[src/rtl/ongorucu_erisim_hakemi.sv]
// Arbitrates the single gshare table port between fetch lookups and buffered execute updates.
// Fetch reads win; updates queue in an in-order FIFO that drains when the port is free or is forced to drain.
//
// state  | meaning
// BOSTA  | fetch has priority; FIFO head or bypass update uses idle port cycles
// BOSALT | forced drain; fetch stalled, one FIFO entry written per cycle
`timescale 1ns/1ps
module ongorucu_erisim_hakemi #(
  parameter int KUYRUK_DERINLIK = 4,
  parameter int MAKS_BEKLEME    = 8,
  parameter int PS_LEN          = 32
) (
  input  logic                               clk,
  input  logic                               rst,
  input  logic                               getir_gecerli,
  input  logic [PS_LEN-1:0]                  getir_ps,
  output logic                               getir_hazir,
  input  logic                               yurut_gecerli,
  input  logic [PS_LEN-1:0]                  yurut_ps,
  input  logic                               yurut_dallan,
  input  logic [PS_LEN-1:0]                  yurut_dallan_ps,
  output logic                               yurut_hazir,
  output logic                               tablo_gecerli,
  output logic                               tablo_yaz,
  output logic [PS_LEN-1:0]                  tablo_ps,
  output logic                               tablo_dallan,
  output logic [PS_LEN-1:0]                  tablo_dallan_ps,
  input  logic                               tablo_sonuc_dallan,
  input  logic [PS_LEN-1:0]                  tablo_sonuc_dallan_ps,
  output logic                               sonuc_gecerli,
  output logic                               sonuc_dallan,
  output logic [PS_LEN-1:0]                  sonuc_dallan_ps,
  output logic [$clog2(KUYRUK_DERINLIK):0]   kuyruk_sayisi
);

  localparam int PTR_W = $clog2(KUYRUK_DERINLIK);
  localparam int CNT_W = PTR_W + 1;
  localparam int YAS_W = $clog2(MAKS_BEKLEME + 1);
  localparam logic [CNT_W-1:0] DOLU     = CNT_W'(KUYRUK_DERINLIK);
  localparam logic [YAS_W-1:0] YAS_MAKS = YAS_W'(MAKS_BEKLEME);

  typedef enum logic {BOSTA = 1'b0, BOSALT = 1'b1} durum_t;

  durum_t durum_q, durum_d;

  logic [PS_LEN-1:0] k_ps     [KUYRUK_DERINLIK];
  logic              k_dallan [KUYRUK_DERINLIK];
  logic [PS_LEN-1:0] k_hedef  [KUYRUK_DERINLIK];

  logic [PTR_W-1:0] oku_ptr_q, yaz_ptr_q;
  logic [CNT_W-1:0] sayi_q, sayi_d;
  logic [YAS_W-1:0] yas_q, yas_d;
  logic             sonuc_gecerli_q;

  logic bos;
  logic okuma, cekme, atlama, ekleme;

  assign bos         = (sayi_q == '0);
  assign yurut_hazir = !rst && (sayi_q < DOLU);

  // Port decision for this cycle; everything is suppressed while rst is high.
  always_comb begin
    okuma  = 1'b0;
    cekme  = 1'b0;
    atlama = 1'b0;
    ekleme = 1'b0;
    if (!rst) begin
      case (durum_q)
        BOSTA: begin
          if (getir_gecerli)      okuma  = 1'b1;
          else if (!bos)          cekme  = 1'b1;
          else if (yurut_gecerli) atlama = 1'b1;
        end
        BOSALT:  cekme = !bos;
        default: cekme = 1'b0;
      endcase
      ekleme = yurut_gecerli && yurut_hazir && !atlama;
    end
  end

  always_ff @(posedge clk) begin
    if (rst) begin
      durum_q         <= BOSTA;
      sayi_q          <= '0;
      yas_q           <= '0;
      oku_ptr_q       <= '0;
      yaz_ptr_q       <= '0;
      sonuc_gecerli_q <= 1'b0;
    end else begin
      durum_q         <= durum_d;
      sayi_q          <= sayi_d;
      yas_q           <= yas_d;
      sonuc_gecerli_q <= okuma;
      if (ekleme) yaz_ptr_q <= yaz_ptr_q + PTR_W'(1);
      if (cekme)  oku_ptr_q <= oku_ptr_q + PTR_W'(1);
    end
  end

  always_ff @(posedge clk) begin
    if (ekleme) begin
      k_ps[yaz_ptr_q]     <= yurut_ps;
      k_dallan[yaz_ptr_q] <= yurut_dallan;
      k_hedef[yaz_ptr_q]  <= yurut_dallan_ps;
    end
  end

  // Transitions look at next-cycle occupancy and age.
  always_comb begin
    sayi_d = sayi_q;
    if (ekleme && !cekme)      sayi_d = sayi_q + CNT_W'(1);
    else if (cekme && !ekleme) sayi_d = sayi_q - CNT_W'(1);

    if (cekme || bos)          yas_d = '0;
    else if (yas_q != YAS_MAKS) yas_d = yas_q + YAS_W'(1);
    else                       yas_d = yas_q;

    durum_d = durum_q;
    case (durum_q)
      BOSTA:   if (sayi_d == DOLU || yas_d == YAS_MAKS) durum_d = BOSALT;
      BOSALT:  if (sayi_d == '0) durum_d = BOSTA;
      default: durum_d = BOSTA;
    endcase
  end

  always_comb begin
    getir_hazir     = !rst && (durum_q == BOSTA);
    tablo_gecerli   = 1'b0;
    tablo_yaz       = 1'b0;
    tablo_ps        = '0;
    tablo_dallan    = 1'b0;
    tablo_dallan_ps = '0;
    if (okuma) begin
      tablo_gecerli = 1'b1;
      tablo_ps      = getir_ps;
    end else if (cekme) begin
      tablo_gecerli   = 1'b1;
      tablo_yaz       = 1'b1;
      tablo_ps        = k_ps[oku_ptr_q];
      tablo_dallan    = k_dallan[oku_ptr_q];
      tablo_dallan_ps = k_hedef[oku_ptr_q];
    end else if (atlama) begin
      tablo_gecerli   = 1'b1;
      tablo_yaz       = 1'b1;
      tablo_ps        = yurut_ps;
      tablo_dallan    = yurut_dallan;
      tablo_dallan_ps = yurut_dallan_ps;
    end
    sonuc_gecerli   = sonuc_gecerli_q;
    sonuc_dallan    = sonuc_gecerli_q ? tablo_sonuc_dallan : 1'b0;
    sonuc_dallan_ps = sonuc_gecerli_q ? tablo_sonuc_dallan_ps : '0;
    kuyruk_sayisi   = sayi_q;
  end

endmodule
[config.mk]
export PLATFORM = sky130hd
export DESIGN_NAME = ongorucu_erisim_hakemi
export DESIGN_NICKNAME = d
export VERILOG_FILES = /design/src/rtl/ongorucu_erisim_hakemi.sv
export SDC_FILE = /design/constraint.sdc
export NUM_CORES = 1
export LEC_CHECK = 0
export ABC_AREA = 1
export BUFFER_PORTS_ARGS = -buffer_cell sky130_fd_sc_hd__buf_2
export CORE_MARGIN = 2
export CORE_UTILIZATION = 50
export DETAILED_ROUTE_END_ITERATION = 7
export PLACE_DENSITY = 0.84
export SLEW_MARGIN = 20
export SYNTH_ARGS = -nofsm -noshare
export SYNTH_HDL_FRONTEND = slang
export SYNTH_SLANG_ARGS = --single-unit
[constraint.sdc]
create_clock -name clk -period 4.8 [get_ports clk]
set_input_delay 1.44 -clock clk [delete_from_list [all_inputs] [get_ports clk]]
set_output_delay 1.44 -clock clk [all_outputs]
set_load 0.01 [all_outputs]
## Word level (Yosys, flattened, before mapping)

Memory sizes are Yosys's and may differ from the RTL's. A register that Yosys moved wholly into a read port is not among the register bits.
Index checks and enable logic that the tools add are counted.
W data, S select, Z words.

| operators by class | value |
|---|---|
| add/sub/neg operators | 5 |
| magnitude comparators | 1 |
| eq/ne operators | 3 |
| mux-type cells | 44 |
| bitwise logic cells | 1 |
| reductions and logical operators | 15 |

Operator list:

| kind | number |
|---|---|
| $mux W32 | 7 |
| $mux W1 | 25 |
| $mux W2 | 6 |
| $mux W4 | 2 |
| $logic_and A1 B1 Y1 | 6 |
| $logic_not A3 Y1 | 2 |
| $mux W3 | 2 |
| $logic_not A1 Y1 | 5 |
| $add A2 B1 Y2 const B | 2 |
| $add A4 B1 Y4 const B | 1 |
| $eq A4 B4 Y1 const B | 1 |
| $ne A4 B4 Y1 const B | 1 |
| $pmux W1 S2 | 2 |
| $add A3 B1 Y3 const B | 1 |
| $eq A3 B3 Y1 const B | 1 |
| $lt A3 B3 Y1 const B | 1 |
| $sub A3 B1 Y3 const B | 1 |
| $logic_or A1 B1 Y1 | 2 |
| $not A1 Y1 | 1 |

| storage, ports and cells | value |
|---|---|
| bits in registers | 13 |
| memory bits (writable) | 260 |
| input bits | 134 |
| output and inout port bits | 106 |
| word-level logic and storage cells | 78 |
| memories | 3 |

Memory list:

| memory | depth | bits a word | read ports | clocked after Yosys merged registers in | wr ports | RTL line | text |
|---|---|---|---|---|---|---|---|
| k_hedef | 4 | 32 | 1 | 1 | 1 | 48 | `logic [PS_LEN-1:0] k_hedef [KUYRUK_DERINLIK];` |
| k_ps | 4 | 32 | 1 | 1 | 1 | 46 | `logic [PS_LEN-1:0] k_ps [KUYRUK_DERINLIK];` |
| k_dallan | 4 | 1 | 1 | 1 | 1 | 47 | `logic k_dallan [KUYRUK_DERINLIK];` |

## Logic depth before layout (Yosys ltp)

| depth | value |
|---|---|
| depth in word-level cells | 16 |
| mapped depth | 14 |
| mapped depth without buffers | 14 |

## Worst setup path before layout

OpenSTA, ideal clock, no wires.

| timing path | value |
|---|---|
| kind | input -> register |
| start | input rst |
| end | memory k_dallan[0] (enable) |
| arrival | 4.558 ns |
| slack | -0.247 ns |
| stages | 3 |
| buffers on the path | 0 |
| cells stage by stage | nor3_2 nand2_2 nor2_1 |

| between the ends | value |
|---|---|
| word-level cells in the longest chain between the ends | 7 |

RTL lines:

| element | RTL line | text |
|---|---|---|
| start, declared | 14 | `input logic rst,` |
| $logic_not A1 Y1 | 59 | `assign yurut_hazir = !rst && (sayi_q < DOLU);` |
| $logic_and A1 B1 Y1 | 59 |  |
| $logic_and A1 B1 Y1 (2 in a row) | 77 | `ekleme = yurut_gecerli && yurut_hazir && !atlama;` |
| $mux W1 * | 67 | `if (!rst) begin` |
| $mux W1 * | 100 | `if (ekleme) begin` |
| $mux W1 (implied by the code) * | 102 | `k_dallan[yaz_ptr_q] <= yurut_dallan;` |
| end, declared | 47 |  |

Mark *: on every way between the ends. The rest lies on a longest branch, timed or not.

## Worst setup path after layout

| timing path | value |
|---|---|
| start | input getir_gecerli |
| end | output tablo_dallan_ps[30] |

| between the ends | value |
|---|---|
| word-level cells in the longest chain between the ends | 7 |
| elaborated cells between the ends (all ways) | 13 |
| classes of those cells | mux: 13 |

RTL lines:

| element | RTL line | text |
|---|---|---|
| start, declared | 15 | `input logic getir_gecerli,` |
| $mux W1 | 70 | `if (getir_gecerli) okuma = 1'b1;` |
| $mux W1 | 68 | `case (durum_q)` |
| $mux W1 (2 in a row) | 67 |  |
| $mux W32 | 141 | `end else if (atlama) begin` |
| $mux W32 | 135 | `end else if (cekme) begin` |
| $mux W32 * | 132 | `if (okuma) begin` |
| end, declared | 27 | `output logic [PS_LEN-1:0] tablo_dallan_ps,` |

Mark *: on every way between the ends. The rest lies on a longest branch, timed or not. The select of a mux whose other input is x is not followed.

==> out/qor.yml <==
critical_path:
  crit_path_max_incr_delay_ns: 0.30
  path_delay_family: "buffers and inverters"
  setup.worst_path.class: "input pin to primary output"
  cp-start-kind: "input pin"
  crit_chain: "buf_2, nand2_1, nand3_4, buf_12, buf_12, o21ai_0, inv_1, buf_2"
  end_kind: "primary output"
  rrSetupSlack_ns: 2.52
  critPathBufInv: 5
  crit_slowest_cell: "nand3_4"
  r2r_start: "kuyruk_sayisi[0]$_SDFF_PP0_"
  cp_data_arrival_time_ns: 2.87
  crit_required_ns: 3.36
  worst_r2r_endpoint: "k_ps[0][8]$_DFFE_PP_"
  crit_fanout: 29
  reg2reg_depth: 8
  startpoint: "getir_gecerli"
hold_path:
  hold_class: "flip-flop to flip-flop"
  min_from: "oku_ptr_q[1]$_SDFFE_PP0P_"
  whs_path_depth: 1
placement:
  dpl.cell_count: 1648
  dp_hpwl_microns: 16940
  numPortBuffers: 239
  routabilityCongestion: 0.7589
routing:
  routed_via_density: 5.267
  firstDrtPassIters: 5
  drt_iter0_drc: 744
  ant_nets: 0
  wire_per_inst_microns: 16.28
  route.detailed.drc: 0
  routed_wirelength_microns: 27620
  dr_total_vias: 8938
final_layout:
  n_antenna_cell: 0
  drive_gt1_share_pct: 24.02
  multi_input_area_sq_um: 3294
  fin_nets: 1501
  final_cell_mix: "281 x nand2_1, 260 x edfxtp_1, 239 x buf_2"
  area_delta_synth_final_pct: 21.13
  regArea_sq_um: 8113
  filler_cell_count: 1820
  fin_cells: 1697
  utilization_pct: 61.54
  final_common_cell: "nand2_1"
sta:
  rsz0062_at_grt: "no"
  fin_skew_ns: 0.01314
  worst_pin_slew_ns: 1.017
  drv_slew: 0
  fin_crit_sh_pct: 89.88
  period_needed_ns: 4.314
  relSlewSlack_pct: 32.11
  finalSetupViolCount: 0
  hold_viol: 0
  fin_tns_setup_ns: 0
  fmax_mhz: 231.8
run_status:
  status: "finished, final reports clean"
clock_tree:
  clkTransAtPathRegs_ns: 0.06
  htreeDepth: 1
  max-clock-path-buffers: 3
  cts_resized: 0
  cts.sinks: 275
  clockRootBuffer: "clkbuf_16"
  cts_tree: "yes"
  cts_hold_buffers: 0
  numCtsBuffers: 27
  postCtsSetupRepairBufs: 0
  insertion_delay_ns: 0.52
global_routing:
  antenna_found_initial: 0
  grt_pass1_wl_microns: 42540
  overflow: 0
  grtUsageTotal_pct: 21.44
  grt_pass1_vias: 8517
  grt_max_degree: 103
die:
  die_w_microns: 158.4
  initial_utilization_pct: 50.80
  die_h_microns: 158.4
  ioPinCount: 240
  fp.coreArea_sq_um: 23470
  num_rows: 56
  dieArea_sq_um: 25100
synthesis:
  yosysWarningCount: 0
  synth_area_sq_um: 11920
  synth_nets: 1278
  ys_ff_latch: 275
  ys_seq_area_share_pct: 68.00
  synthDistinctLibCells: 28
  syn_avg_cell_area_sq_um: 10.51
  syn_inst: 1135
power:
  irDropWorstVdd_mv: 0.4090
  p_per_area_nw_per_um2: 436.4
  leakagePower_nw: 6.014
flow_run:
  max_cap_violations: 0
[metrics by stage]
step / worst slack (ns) / hold slack [ns] / cell area, sq um / power [W]
floorplan: -0.2468 / 0.4115 / 11920 / 0.003640
global placement: 0.5430 / 0.4145 / 13490 / 0.004071
detailed placement: 0.5362 / 0.4364 / 13490 / 0.004112
CTS: 0.5217 / 0.4460 / 14440 / 0.006342
global route: 0.4013 / 0.4520 / 14440 / 0.006591
finish: 0.4860 / 0.4439 / 14440 / 0.006303
[state kept, by name, indices dropped and copies added, names as in the netlist, named ones only]
signal / cells
k_hedef: 128
durum_q: 1
k_dallan: 4
k_ps: 128
kuyruk_sayisi: 3
yaz_ptr_q: 2
oku_ptr_q: 2
sonuc_gecerli: 1
yas_q: 4
[per-layer routing]
layer / track usage [%] / part of all wire, %
met1: 29.01 / 41
met5: 0 / 0
met2: 36.60 / 50
met4: 5.405 / 1.5
met3: 3.321 / 7.5
[worst max path at each step]
stage / slack [ns] / end / depth (start not counted)
2_1_floorplan: -0.25 / k_dallan[0]$_DFFE_PP_ / 3
3_5_place_dp: 0.54 / tablo_dallan_ps[30] / 8
3_3_place_gp: 0.54 / tablo_dallan_ps[30] / 8
5_1_grt: 0.40 / tablo_dallan_ps[30] / 8
4_1_cts: 0.52 / tablo_dallan_ps[30] / 8
6_report: 0.49 / tablo_dallan_ps[30] / 8
[power by group]
group / switching [W] / total, W / internal, W
combinational: 0.000826 / 0.00127 / 0.000440
sequential: 0.0000497 / 0.00280 / 0.00275
clock: 0.000841 / 0.00224 / 0.00139
total: 0.00172 / 0.00630 / 0.00459
[synth_stat cells]
master / count / area share (%)
a21oi_1: 133 / 5.6
a21oi_2: 2 / 0.15
a22oi_1: 1 / 0.063
a31oi_1: 1 / 0.052
buf_1: 3 / 0.094
buf_2: 31 / 1.3
buf_4: 2 / 0.13
buf_6: 4 / 0.38
clkbuf_1: 27 / 0.85
clkbuf_2: 2 / 0.084
dfxtp_1: 15 / 2.5
edfxtp_1: 260 / 65
ha_1: 9 / 0.94
inv_1: 55 / 1.7
inv_2: 6 / 0.19
nand2_1: 281 / 8.8
nand2_2: 4 / 0.21
nand3_1: 74 / 3.1
nand3_2: 1 / 0.084
nand3_4: 1 / 0.15
nand4_1: 3 / 0.16
nor2_1: 143 / 4.5
nor2_2: 2 / 0.10
nor2_4: 1 / 0.094
nor3_1: 2 / 0.084
nor3_2: 1 / 0.084
o21ai_0: 69 / 2.9
xor2_1: 2 / 0.15
[cell families after synthesis]
logic type / count (synthesis) / synth area share [%]
AOI/OAI and AO/OA: 206 / 8.741
xor gates and xnor gates: 2 / 0.1469
adders and majority gates: 9 / 0.9444
buffers and inverters: 130 / 4.753
DFF: 275 / 68.00
and+or+nand+nor: 513 / 17.42
[area by class of cell]
type | instances | share of cell area (%)
sequential | 275 | 56.17
clock buffer | 41 | 5.457
clock inverter | 8 | 1.161
multi-input combinational | 730 | 22.81
tap | 319 | 2.763
inverter | 61 | 1.594
timing repair buffer | 263 | 10.05
Power figures use the tool's default switching activity.
